===== src/rtl/led_mode_scheduler.sv =====
// -----------------------------------------------------------------------------
// led_mode_scheduler
//
// Sequencing controller for the LED pattern generator. It owns the step-rate
// prescaler and selects the active pattern mode. The mode comes either from the
// manual switches or from a fixed ten-entry playlist. Every mode change goes
// through a one-cycle LOAD state that emits a restart pulse, so the generator
// begins each pattern from a clean state.
//
// Parameters:
//   TICK_DIV      clk cycles per step pulse (2 .. 2^31-1)
//   DWELL_STEPS   step pulses spent on each playlist entry in auto mode (>= 1)
//   DEBOUNCE_CYC  cycles a synchronised sw value must stay stable before it is
//                 accepted; only used when LED_SCHED_DEBOUNCE_EN is defined
//
// Ports:
//   clk       in   1  system clock, rising edge
//   rst       in   1  synchronous active-high reset
//   sw        in   4  manual mode request (asynchronous)
//   auto_en   in   1  1 = playlist mode, 0 = manual mode (asynchronous)
//   pause     in   1  freezes prescaler and dwell counter (asynchronous)
//   mode      out  4  active mode code for the pattern generator
//   step      out  1  one-cycle step enable
//   restart   out  1  one-cycle pattern-state clear pulse
//   play_idx  out  4  current playlist index, 0..9
//
// Build option:
//   LED_SCHED_DEBOUNCE_EN  when defined, a debounce stage of DEBOUNCE_CYC cycles
//                          sits between the sw synchroniser and the mode logic.
//                          When undefined, no debounce counter is built.
// -----------------------------------------------------------------------------
module led_mode_scheduler #(
  parameter int TICK_DIV     = 5000000,
  parameter int DWELL_STEPS  = 32,
  parameter int DEBOUNCE_CYC = 100000
) (
  input  logic       clk,
  input  logic       rst,
  input  logic [3:0] sw,
  input  logic       auto_en,
  input  logic       pause,
  output logic [3:0] mode,
  output logic       step,
  output logic       restart,
  output logic [3:0] play_idx
);

  localparam logic [3:0]  CLEAR_CODE = 4'b1111;
  localparam logic [3:0]  LAST_IDX   = 4'd9;
  localparam logic [31:0] TICK_LAST  = 32'(TICK_DIV - 1);
  localparam logic [31:0] DWELL_LAST = 32'(DWELL_STEPS - 1);

  // Reject parameter values that would make the counters meaningless.
  if (TICK_DIV < 2) begin : g_bad_tick_div
    $error("led_mode_scheduler: TICK_DIV must be at least 2");
  end
  if (DWELL_STEPS < 1) begin : g_bad_dwell_steps
    $error("led_mode_scheduler: DWELL_STEPS must be at least 1");
  end
  if (DEBOUNCE_CYC < 1) begin : g_bad_debounce_cyc
    $error("led_mode_scheduler: DEBOUNCE_CYC must be at least 1");
  end

  typedef enum logic [1:0] {
    ST_IDLE = 2'd0,
    ST_LOAD = 2'd1,
    ST_RUN  = 2'd2
  } state_t;

  // Playlist order, index 0..9.
  function automatic logic [3:0] playlist_code(input logic [3:0] idx);
    case (idx)
      4'd0:    playlist_code = 4'b0000;
      4'd1:    playlist_code = 4'b1000;
      4'd2:    playlist_code = 4'b0100;
      4'd3:    playlist_code = 4'b0010;
      4'd4:    playlist_code = 4'b0001;
      4'd5:    playlist_code = 4'b1100;
      4'd6:    playlist_code = 4'b1010;
      4'd7:    playlist_code = 4'b1001;
      4'd8:    playlist_code = 4'b1110;
      4'd9:    playlist_code = 4'b1101;
      default: playlist_code = CLEAR_CODE;
    endcase
  endfunction

  // Legal codes pass through; any other switch pattern becomes the clear code.
  function automatic logic [3:0] map_sw(input logic [3:0] v);
    case (v)
      4'b0000, 4'b1000, 4'b0100, 4'b0010, 4'b0001,
      4'b1100, 4'b1010, 4'b1001, 4'b1110, 4'b1101,
      4'b1111: map_sw = v;
      default: map_sw = CLEAR_CODE;
    endcase
  endfunction

  // ---------------------------------------------------------------------------
  // Two-flop synchronisers for the asynchronous inputs
  // ---------------------------------------------------------------------------
  logic [3:0] sw_s1_q, sw_s2_q;
  logic       auto_s1_q, auto_s2_q;
  logic       pause_s1_q, pause_s2_q;

  always_ff @(posedge clk) begin
    if (rst) begin
      sw_s1_q    <= 4'b0000;
      sw_s2_q    <= 4'b0000;
      auto_s1_q  <= 1'b0;
      auto_s2_q  <= 1'b0;
      pause_s1_q <= 1'b0;
      pause_s2_q <= 1'b0;
    end else begin
      sw_s1_q    <= sw;
      sw_s2_q    <= sw_s1_q;
      auto_s1_q  <= auto_en;
      auto_s2_q  <= auto_s1_q;
      pause_s1_q <= pause;
      pause_s2_q <= pause_s1_q;
    end
  end

  // ---------------------------------------------------------------------------
  // Accepted switch value
  // ---------------------------------------------------------------------------
  logic [3:0] sw_acc;

`ifdef LED_SCHED_DEBOUNCE_EN
  localparam logic [31:0] DB_TARGET = 32'(DEBOUNCE_CYC);

  logic [3:0]  db_cand_q, db_cand_d;
  logic [3:0]  sw_acc_q, sw_acc_d;
  logic [31:0] db_cnt_q, db_cnt_d;

  // db_cnt counts the cycles (including the current one) for which the
  // synchronised value has equalled the candidate; it saturates at the target
  // so a long-held value never wraps back below it.
  always_comb begin
    db_cand_d = sw_s2_q;
    sw_acc_d  = sw_acc_q;
    if (sw_s2_q != db_cand_q) begin
      db_cnt_d = 32'd1;
    end else if (db_cnt_q >= DB_TARGET) begin
      db_cnt_d = db_cnt_q;
    end else begin
      db_cnt_d = db_cnt_q + 32'd1;
    end
    if (db_cnt_d >= DB_TARGET) begin
      sw_acc_d = sw_s2_q;
    end
  end

  always_ff @(posedge clk) begin
    if (rst) begin
      db_cand_q <= 4'b0000;
      sw_acc_q  <= 4'b0000;
      db_cnt_q  <= 32'd0;
    end else begin
      db_cand_q <= db_cand_d;
      sw_acc_q  <= sw_acc_d;
      db_cnt_q  <= db_cnt_d;
    end
  end

  assign sw_acc = sw_acc_q;
`else
  assign sw_acc = sw_s2_q;
`endif

  // ---------------------------------------------------------------------------
  // Sequencing FSM with registered outputs
  // ---------------------------------------------------------------------------
  state_t      state_q, state_d;
  logic [3:0]  mode_q, mode_d;
  logic        step_q, step_d;
  logic        restart_q, restart_d;
  logic [3:0]  play_idx_q, play_idx_d;
  logic [31:0] presc_q, presc_d;
  logic [31:0] dwell_q, dwell_d;
  // auto_en value the current mode was loaded under; any difference from the
  // synchronised auto_en is a change request, even one arriving during LOAD.
  logic        auto_cur_q, auto_cur_d;
  logic        change_req;

  always_comb begin
    state_d    = state_q;
    mode_d     = mode_q;
    step_d     = 1'b0;
    restart_d  = 1'b0;
    play_idx_d = play_idx_q;
    presc_d    = presc_q;
    dwell_d    = dwell_q;
    auto_cur_d = auto_cur_q;

    change_req = (auto_s2_q != auto_cur_q) ||
                 (!auto_cur_q && (map_sw(sw_acc) != mode_q));

    case (state_q)
      ST_IDLE: begin
        state_d = ST_LOAD;
      end

      // Pause is deliberately ignored here so a pending change always restarts.
      ST_LOAD: begin
        auto_cur_d = auto_s2_q;
        mode_d     = auto_s2_q ? playlist_code(play_idx_q) : map_sw(sw_acc);
        restart_d  = 1'b1;
        presc_d    = 32'd0;
        dwell_d    = 32'd0;
        state_d    = ST_RUN;
      end

      ST_RUN: begin
        if (change_req) begin
          // Change wins over a coincident step; the step is dropped.
          state_d = ST_LOAD;
        end else if (!pause_s2_q) begin
          if (presc_q == TICK_LAST) begin
            presc_d = 32'd0;
            step_d  = 1'b1;
            if (auto_cur_q) begin
              if (dwell_q == DWELL_LAST) begin
                // Final dwell step still fires; LOAD follows next cycle.
                dwell_d    = 32'd0;
                play_idx_d = (play_idx_q == LAST_IDX) ? 4'd0 : play_idx_q + 4'd1;
                state_d    = ST_LOAD;
              end else begin
                dwell_d = dwell_q + 32'd1;
              end
            end
          end else begin
            presc_d = presc_q + 32'd1;
          end
        end
      end

      default: begin
        state_d = ST_IDLE;
      end
    endcase
  end

  always_ff @(posedge clk) begin
    if (rst) begin
      state_q    <= ST_IDLE;
      mode_q     <= CLEAR_CODE;
      step_q     <= 1'b0;
      restart_q  <= 1'b0;
      play_idx_q <= 4'd0;
      presc_q    <= 32'd0;
      dwell_q    <= 32'd0;
      auto_cur_q <= 1'b0;
    end else begin
      state_q    <= state_d;
      mode_q     <= mode_d;
      step_q     <= step_d;
      restart_q  <= restart_d;
      play_idx_q <= play_idx_d;
      presc_q    <= presc_d;
      dwell_q    <= dwell_d;
      auto_cur_q <= auto_cur_d;
    end
  end

  assign mode     = mode_q;
  assign step     = step_q;
  assign restart  = restart_q;
  assign play_idx = play_idx_q;

endmodule


===== config.mk =====
export PLATFORM = sky130hd
export DESIGN_NAME = led_mode_scheduler
export DESIGN_NICKNAME = d
export VERILOG_FILES = /design/src/rtl/led_mode_scheduler.sv
export SDC_FILE = /design/constraint.sdc
export NUM_CORES = 1
export LEC_CHECK = 0
export CAP_MARGIN = 20
export CORE_MARGIN = 5
export CORE_UTILIZATION = 45
export DETAILED_ROUTE_END_ITERATION = 16
export HOLD_SLACK_MARGIN = 0.06
export PLACE_DENSITY_LB_ADDON = 0.25
export SETUP_SLACK_MARGIN = 0.5
export SLEW_MARGIN = 20
export SYNTH_ARGS = -nofsm -noshare
export SYNTH_HDL_FRONTEND = slang
export SYNTH_SLANG_ARGS = --single-unit

===== constraint.sdc =====
create_clock -name clk -period 3.9 [get_ports clk]
set_clock_uncertainty 0.05 [all_clocks]
set_input_delay 0.39 -clock clk [delete_from_list [all_inputs] [get_ports clk]]
set_output_delay 0.39 -clock clk [all_outputs]
set_load 0.02 [all_outputs]

# Word-level counts from Yosys, hierarchy flattened
# Memory sizes are Yosys's and may differ from the RTL's. A register that Yosys moved wholly into a read port is not among the register bits.
# Index checks and enable logic that the tools add are counted.
# totals
elab_cells,81
register_bits,89
in_bits,8
rom_bits,64
memories,1
# classes
mux,23
n_reduce_logical,12
bitwise_logic,3
n_eq_ne,25
n_addsub,3
# memory_table
memory,words,word_bits,rd,rd_clocked_by_memory_dff,wr,line,text
(name not given),16,4,1,1,0,72,case (idx)
# op_table
op,count
$mux 32,8
$pmux 32 s2,2
$add 32x1->32 const B,2
$eq 32x23->1 const B,1
$eq 32x5->1 const B,1
$eq 4x4->1 const B,8
$mux 4,5
$ne 3x3->1 const B,4
$reduce_or 11->1,1
$mux 2,5
$ne 2x2->1 const B,4
$pmux 2 s3,1
$reduce_and 6->1,1
$reduce_and 5->1,1
$add 4x1->4 const B,1
$eq 4x1->1 const B,1
$eq 4x2->1 const B,1
$eq 4x3->1 const B,1
$logic_not 4->1,1
$ne 4x4->1,1
$reduce_and 4->1,1
$reduce_or 4->1,1
$not 1->1,3
$reduce_and 3->1,1
9 further kinds,10

# Longest topological paths before layout
# depth
ltp_word,10
mapped_depth,16

# Worst setup path after synthesis
# Ideal clock, no wire load.
# synth_timing
path_kind,register to register
startpoint,register mode_q[2] (netlist: mode[2])
endpoint,register with a tool-made name
setup_ns,0.088
path_slack_ns,0.909
arrival_ns,2.853
synth_period_minus_slack_ns,2.991
path_stages_with_launch,16
path_cell_list,dfxtp_1 -> o21ai_0 -> a311oi_1 -> o211a_1 -> o2111ai_2 -> buf_6 -> buf_6 -> nor2_1 -> o211ai_1 -> a21o_1 -> ha_1 -> nand3_1 -> o21ai_0 -> a31oi_1 -> o22ai_1 -> a311oi_2
# synth_lines
item,line,text
start: declaration,173,"logic [3:0] mode_q, mode_d;"
start signal: assignment,254,mode_q <= mode_d;

==> impl_metrics.py <==
metrics = {
    "clock_network": {
        "root_buffer": "clkbuf_8",
        "cts_tree": "built",
        "clock_latency_ps": 370,
        "cts_max_path_buffers": 2,
        "cts_sinks": 93,
        "cts_max_level": 3,
        "clkTransAtPathRegs_ps": 90,
        "numCtsBuffers": 9,
        "hold_buffers": 0,
    },
    "yosys": {
        "async_flop_share_pct": 0,
        "ys_warn_count": 0,
        "ys.flop_type": "dfxtp_1",
        "syn_nets": 568,
        "synth_edf_count": 0,
        "yosysSeqAreaShare_pct": 39.4,
        "ys_types": 54,
        "synth_top_area_share_pct": 39.4,
        "synth_area_sq_um": 4720,
        "synth-seq-cells": 93,
        "yosys.area.top_type": "dfxtp_1",
        "syn_inst": 553,
        "synthTopCellsByArea": "dfxtp_1, xnor2_1, nor2_1",
        "syn_avg_cell_area_sq_um": 8.54,
    },
    "run": {
        "max-cap-violations": 0,
    },
    "layout": {
        "drive_gt1_share_pct": 8.21,
        "final_net_count": 570,
        "stdcell_area_sq_um": 5180,
        "syn2layout_area_growth_pct": 9.77,
        "nFillCells": 1031,
        "fin_util_pct": 50.5,
        "antenna_cells": 0,
    },
    "routing": {
        "num_vias": 3840,
        "ant_nets": 0,
        "wl_per_cell_um": 14.0,
        "initialDrtViolationCount": 163,
        "drt_pass1_iterations": 4,
        "drcViolationCount": 0,
        "viasPerCell": 5.52,
        "wirelength_um": 9750,
    },
    "floorplan": {
        "coreArea_sq_um": 10300,
        "placementRows": 37,
        "ioPinCount": 18,
        "initial_core_util_pct": 46.0,
        "dieArea_sq_um": 12600,
        "die_h_um": 112,
        "die_x_um": 112,
    },
    "critical_path": {
        "ff2ff_setup_slack_ps": 740,
        "worstPathRequired_ps": 4140,
        "cp_max_fo": 7,
        "rr_worst_depth": 13,
        "critPathLaunchType": "flip-flop",
        "worstPathArrival_ps": 3400,
        "end_kind": "flip-flop",
        "worstSetupPathType": "reg -> reg",
        "r2r_start": "sw_acc[2]",
    },
    "global_routing": {
        "grt_use_total_pct": 16.1,
        "grt_start_max_net_pins": 42,
        "antenna_found_initial": 0,
        "grt_remaining_overflow": 0,
        "grt_pass1_wl_um": 17000,
        "first_global_vias": 3701,
    },
    "worst_hold_path": {
        "hold_start": "sw_s1_q[1]",
        "whs_path_depth": 1,
        "hold_class": "reg -> reg",
        "hold_end": "sw_acc[1]",
    },
    "timing": {
        "hold_viol": 0,
        "tightest_slew_ps": 981,
        "period_share_pct": 81.1,
        "period_minus_slack_ps": 3160,
        "fin_setup_tns_ps": 0,
        "fmax_ghz": 0.316,
        "max_slew_margin_pct": 34.6,
        "report.final.slew_viol_count": 0,
        "grt_setup_unrepaired": "false",
        "setup_viol": 0,
    },
    "power_and_ir_drop": {
        "max-vdd-ir-drop_v": 0.000279,
        "pwr_density_cell_nw_per_um2": 329,
        "p_leak_nw": 1.55,
    },
    "placed_design": {
        "gp_congestion": 0.878,
        "io_buffers": 17,
        "place_area_sq_um": 4980,
        "hpwl_um": 6500,
    },
    "outcome": {
        "status": "finished clean",
    },
}
## worst max-delay path by stage
stage / slack (ps) / end / cells after the start / from
2_1_floorplan: 910 / flip-flop / 15 / mode[2]
3_3_place_gp: 800 / flip-flop / 11 / sw_acc[1]
3_5_place_dp: 670 / flip-flop / 11 / sw_acc[1]
4_1_cts: 640 / flip-flop / 11 / sw_acc[1]
5_1_grt: 490 / flip-flop / 13 / sw_acc[2]
6_report: 740 / flip-flop / 13 / sw_acc[2]
## metrics by stage
stage	cells	worst slack [ps]	hold slack (ps)	total power, W
floorplan	553	909	364	0.00108
global placement	680	801	368	0.00111
detailed placement	680	671	381	0.00111
CTS	696	637	402	0.00173
global route	696	495	408	0.00178
finish	696	738	391	0.00171
## cells in the final DEF (no fill, tap or decap), drive strengths merged, types with 2 or more instances in the layout
cell type	instances
or3b	3
dfxtp	93
nand4	15
nor4b	4
inv	15
nor4	19
nor3	26
o21a	3
xnor2	63
ha	7
nand3	22
a2111oi	10
a21o	3
clkbuf	13
and2	4
o211ai	6
nand2b	3
o21ai	10
clkdlybuf4s50	17
nor2b	15
clkinv	3
nand2	38
a221oi	2
and3	12
or2	5
a21oi	19
a31oi	4
a311oi	3
a211oi	15
or3	3
and4	5
a211o	2
buf	6
nor3b	4
o31ai	2
nor2	75
## metal layers
layer	global-route usage [%]	vias up	wire [um]	part of all wire, %
met1	20.2	1807	4740	49
met4	4.65	0	154	1.6
met2	26.7	61	4530	46
met3	4.85	15	331	3.4
met5	0	-	0	0
li1	-	1957	-	-
## timing repair
action | 4_1_cts | 5_1_grt
resized for setup | 0 | 3
hold endpoints to repair | 0 | 0
setup buffers | 0 | 0
setup endpoints to repair | 0 | 2
## cells in the mapped netlist, drive strengths merged, types with 2 or more instances
cell and instances:
inv 15, nor4 19, a21o 3, a211oi 15
a21oi 19, nor2b 15, nand3 22, nand4 15
ha 7, o31ai 2, nor3b 4, nor3 26
xnor2 63, o21a 3, a211o 2, or3 3
and4 5, clkbuf 17, a311oi 3, a31oi 4
or3b 3, nor4b 4, and2 4, a2111oi 10
o211ai 6, o21ai 10, nand2b 3, or2 5
nor2 75, nand2 38, dfxtp 93, buf 15
and3 12, a221oi 2
## cells by family after synthesis
logic type / count (synthesis) / share of synthesized area, %
AOI/OAI and AO/OA: 86 / 14.9
xor gates and xnor gates: 64 / 11.9
adders and majority gates: 7 / 1.85
buffers and inverters: 47 / 4.45
DFF: 93 / 39.4
muxes: 1 / 0.212
and+or+nand+nor: 255 / 27.3
## critical path, cell delays in order, from the launching register on
cell and delay (ps):
dfxtp_1 460, nand3b_1 210, and3_1 260, o31ai_1 360
o2111ai_4 230, nor2_1 250, o211ai_1 200, a21o_1 250
ha_1 200, nand3_1 70, o21ai_0 90, a31oi_1 180
o22ai_1 90, a311oi_2 180
## power by group
part	internal [W]	total, W	leakage (nW)	switching (W)
Sequential	0.000963	0.000977	0.754	0.0000144
Clock	0.000284	0.000615	0.0994	0.000331
Combinational	0.0000423	0.000116	0.699	0.0000733
## cell type report
| type | instances | area [sq um] | area share, % |
|---|---|---|---|
| Multi-Input combinational cell | 413 | 2690 | 51.9 |
| Sequential cell | 93 | 1860 | 35.9 |
| Timing Repair Buffer | 23 | 215 | 4.15 |
| Tap cell | 136 | 170 | 3.28 |
| Clock buffer | 13 | 169 | 3.26 |
| Inverter | 15 | 56.3 | 1.09 |
| Clock inverter | 3 | 18.8 | 0.362 |
## state kept, by name, summed over array words and instances (netlist names), 2 cells and up, named ones only
register and flops:
presc_q 32, sw_s1_q 4, state_q 2, mode 4
sw_acc 4, play_idx 4, dwell_q 32
Note: power is estimated with default switching activity, not from simulation.
==> variant 1, RTL diff (same settings) <==
Register the output `mode` once more; this adds one clock of latency there. The other outputs are not delayed to match.
--- a/src/rtl/led_mode_scheduler.sv
+++ b/src/rtl/led_mode_scheduler.sv
@@ -262,5 +262,7 @@
   end
 
-  assign mode     = mode_q;
+  always_ff @(posedge clk) begin
+    mode <= mode_q;
+  end
   assign step     = step_q;
   assign restart  = restart_q;
Function: changed (Yosys sat finds a counterexample within 4 cycles, from zero or initial values and one cycle with rst high).
==> variant 1 against the unedited design <==
  * Area after synthesis grew 4.7%
  * Critical path depth decreased by 1
  * Utilization is 0.28 points lower
  * Clock power rose by 3.6%
  * Total power rose by 5.0%
  * Setup slack better by 0.026 ns
  * Sequential cell count rose by 4
  * Routed wire length rose by 10%
  * Design area grew 4.4%
  * Maximum frequency up 0.82%
  * Die area up 4.3%
  * Global-route usage grew 1.0 points
  * Non-clock buffer count grew 3
  * Critical path type unchanged
==> variant 1: results (changes against the unedited design) <==
Finish
  • Final-layout fill cell count: 1004 (-2.6%)
  • Clkbuf count: 10 (-3)
  • Number of non-clock buffers: 26 (+13%)
  • ClkCell Share: 3.466% (-0.15 points)
  • Post-Layout Cell Count: 730 (+4.9%)
  • Fraction of area in multi-input gates: 51.57% (-0.36 points)
  • Multi-In Gates: 430 (+4.1%)
  • Area grow syn2layout: 9.486%
  • Buffering overhead: 4.390% (+0.24 points)

Yosys
  • Synth Instances: 574 (+3.8%)
  • Synthesized net count: 589 (+3.7%)
  • Post-synthesis sequential area ratio: 39.26% (-0.16 points)

Run status
  • Status: finished clean

Min path
  • Min-delay src: mode_q[1]
  • Hold Path Stages: 0 (-1)

Placed design
  • Placed cells: 710 (+4.4%)
  • Placed Area: 0.005176 mm2 (+4.0%)
  • Post-DP HPWL: 7.299 mm (+12%)

Setup path
  • CP Max Fanout: 13 (+6)
  • Critical Path Start: sw_acc[0]
  • FF-to-FF setup slack: 0.76 ns (+0.03 ns)

GRT
  • Largest net degree at the start of global routing: 37 (-12%)
  • Met1 usage in global routing: 22.57% (+2.3 points)

Routing
  • Met2 routed WL: 4.916 mm (+8.5%)
  • Drt pass-1 iters: 5 (+1)

Die
  • # rows: 38 (+2.7%)

Power
  • Peak supply drop: 0.0002102 V (-25%)
  • Leakage Power: 1.781 nW (+15%)

STA
  • WHS: 0.3726 ns (-0.01817 ns)
==> variant 1: cell count changes in the layout (fill, tap and decap cells not counted), sizes merged, moves of 9 or more <==
cell	before	now
o21ai	10	27
nor2	75	88
nor3	26	17
a211oi	15	4
xnor2	63	27
xor2	1	23
a2111oi	10	1
nand3	22	10
or3	3	14
==> variant 1: cell families after synthesis <==
group	Yosys count	share of synthesized area [%]
and+or+nand+nor	268	29.93
xor gates and xnor gates	50	8.854
muxes	2	0.4048
adders and majority gates	8	1.973
AOI/OAI and AO/OA	102	14.87
DFF	97	39.26
buffers and inverters	47	4.705
==> variant 1: power groups by stage <==
| stage | Clock, mW | Sequential (mW) | Combinational [mW] |
|---|---|---|---|
| CTS | 0.665 | 1.03 | 0.126 |
| detailed placement | 0 | 1.05 | 0.125 |
| finish | 0.637 | 1.03 | 0.128 |
| floorplan | 0 | 1.05 | 0.0985 |
| global route | 0.708 | 1.03 | 0.141 |
| global placement | 0 | 1.05 | 0.124 |
==> variant 2, RTL diff (config.mk and constraints unchanged) <==
Without the edit above. The option `LED_SCHED_DEBOUNCE_EN` is turned on by a define.
--- a/src/rtl/led_mode_scheduler.sv
+++ b/src/rtl/led_mode_scheduler.sv
@@ -30,4 +30,6 @@
 //                          When undefined, no debounce counter is built.
 // -----------------------------------------------------------------------------
+`define LED_SCHED_DEBOUNCE_EN
+
 module led_mode_scheduler #(
   parameter int TICK_DIV     = 5000000,
Check against the original RTL: not equivalent (a bounded check fails within 10 cycles, from zero or initial values and one cycle with rst high).
==> variant 2 against the unedited design <==
  * Design area grew 41%
  * First-iteration DRC count grew 120%
  * Synthesized cell count rose by 35%
  * Utilization increased by 2.7 points
  * Largest cell class unchanged
  * Setup slack got worse by 0.19 ns
  * Hold slack improved by 0.0053 ns
  * Total power rose by 81%
  * Non-clock buffer count rose by 13
  * Critical path depth down 1
  * Routed wire length rose by 43%
  * Sequential cell count increased by 40
  * Area after synthesis grew 32%
==> variant 2: results (changes against the unedited design) <==
Run status
  • Status: finished clean

Clocking
  • H-Tree Depth: 4 (+1)
  • CTS root buffer: clkbuf_16
  • Worst-path clk slew: 0.06 ns (-0.03 ns)
  • Total CTS buffers: 17 (+8)
  • Clk_lat worst skew: 0.42 ns (+0.05 ns)

Placed design
  • Post-DP HPWL: 9.391 mm (+45%)
  • GPL Wtd Cong: 0.8658 (-1.4%)

Routing
  • Drt pass-1 iters: 5 (+1)
  • 1st-iter DRT viols: 365 (+120%)
  • Via count of the routed design: 5362 (+40%)
  • WL per Instance: 14.54 um (+3.7%)

GRT
  • Global-route wire length before repair: 23.92 mm (+41%)
  • Largest net degree at the start of global routing: 32 (-24%)
  • Total track usage: 17.65% (+1.6 points)
  • Vias in the first global route: 5020 (+36%)

STA
  • WHS: 0.3962 ns (+0.005348 ns)
  • Relative slew slack: 41.18% (+6.6 points)

Finish
  • Nets: 782 (+37%)
  • Fraction of layout cells with a size suffix above 1: 9.126% (+0.91 points)
  • Final-layout fill cell count: 1259 (+22%)
  • Top Registers: db_cnt_q x32, dwell_q x32, presc_q x32

Setup path
  • Worst EP arrival: 3.60 ns (+0.20 ns)
  • R2r startpoint: sw_acc[0]
  • Crit path max-delay family: simple AND/OR/NAND/NOR gates
  • FF-to-FF setup slack: 0.55 ns (-0.19 ns)
  • R2R depth: 12 (-1)

Min path
  • Min-delay src: sw_s1_q[3]
  • Hold endpoint: db_cand_d[3]

Yosys
  • Unique masters post-synth: 53 (-1.9%)
  • Post-synthesis sequential area ratio: 42.70% (+3.3 points)
  • Synthesized net count: 761 (+34%)
  • Synth top area cells: dfxtp_1, nor2_1, xor2_1, xnor2_1, and3_1

Power
  • Leakage Power: 2.603 nW (+68%)
  • Peak supply drop: 0.0003367 V (+21%)
  • Sw Pwr: 0.7265 mW (+73%)

Job
  • Max-cap check violation count: 0 (unchanged)
==> variant 2: cell types whose count changed after synthesis, sizes merged, moves of 9 or more <==
| cell | delta |
|---|---|
| nor2b | +10 |
| nand4 | +14 |
| nor2 | +29 |
| and3 | +24 |
| o21ai | +30 |
| nand2 | +13 |
| xnor2 | -32 |
| clkbuf | +11 |
| xor2 | +33 |
| dfxtp | +40 |
| buf | -9 |
| nand3 | +17 |
| a211oi | -12 |
==> variant 2: through the flow <==
step	cell area [um2]	setup slack [ns]	std cells	utilization, %
floorplan	6236	0.5471	744	-
detailed placement	6568	0.3314	917	47.87
global route	7297	0.3987	958	53.19
finish	7297	0.5484	958	53.19
CTS	7239	0.5241	956	52.77
global placement	6560	0.4186	917	47.82
==> variant 2: power by group through the flow <==
stage                     Combinational (mW)  Clock [mW]  Sequential, mW
after CTS                              0.120        1.63            1.39
after global placement                 0.115           0            1.42
after floorplan                       0.0747           0            1.42
after detailed placement               0.119           0            1.42
after global routing                   0.134        1.69            1.39
final                                  0.120        1.59            1.39
==> variant 2: how the worst max path moves through the flow <==
stage	slack, ns	startpoint	to	cells after the start
final	0.55	sw_acc[0]	flip-flop	12
after global routing	0.40	sw_acc[0]	flip-flop	12
after CTS	0.52	sw_acc[0]	flip-flop	12
after detailed placement	0.33	sw_acc[0]	flip-flop	12
after global placement	0.42	sw_acc[0]	flip-flop	12
after floorplan	0.55	sw_acc[0]	flip-flop	12
==> variant 2: per-layer routing <==
layer | vias to the layer above | track usage (%) | wire length (um)
li1 | 2678 | - | -
met1 | 2567 | 22.76 | 6517
met2 | 107 | 29.11 | 6729
met3 | 10 | 4.667 | 547
met4 | 0 | 5.181 | 131
met5 | - | 0 | 0
==> variant 2: kinds of logic after synthesis <==
logic type / share of synthesized area (%)
AND/OR/NAND/NOR: 30.84
flip-flops: 42.70
adder cells (fa/ha/maj): 2.147
XOR/XNOR: 9.129
buffers and inverters: 3.431
AO/OA/AOI/OAI: 10.79
multiplexers: 0.9631
==> variant 2: area by class of cell <==
cell class                 count  area share [%]
tap                          180           3.086
clock buffer                  17           5.830
clock inverter                15           2.315
timing repair buffer          36           4.287
inverter                      17          0.8745
multi-input combinational    560           47.05
sequential                   133           36.56
==> variant 2: timing repair <==
item,in CTS,in global routing
resized for setup,8,6
setup endpoints to repair,1,6
setup buffers,7,2
pin swaps,4,3
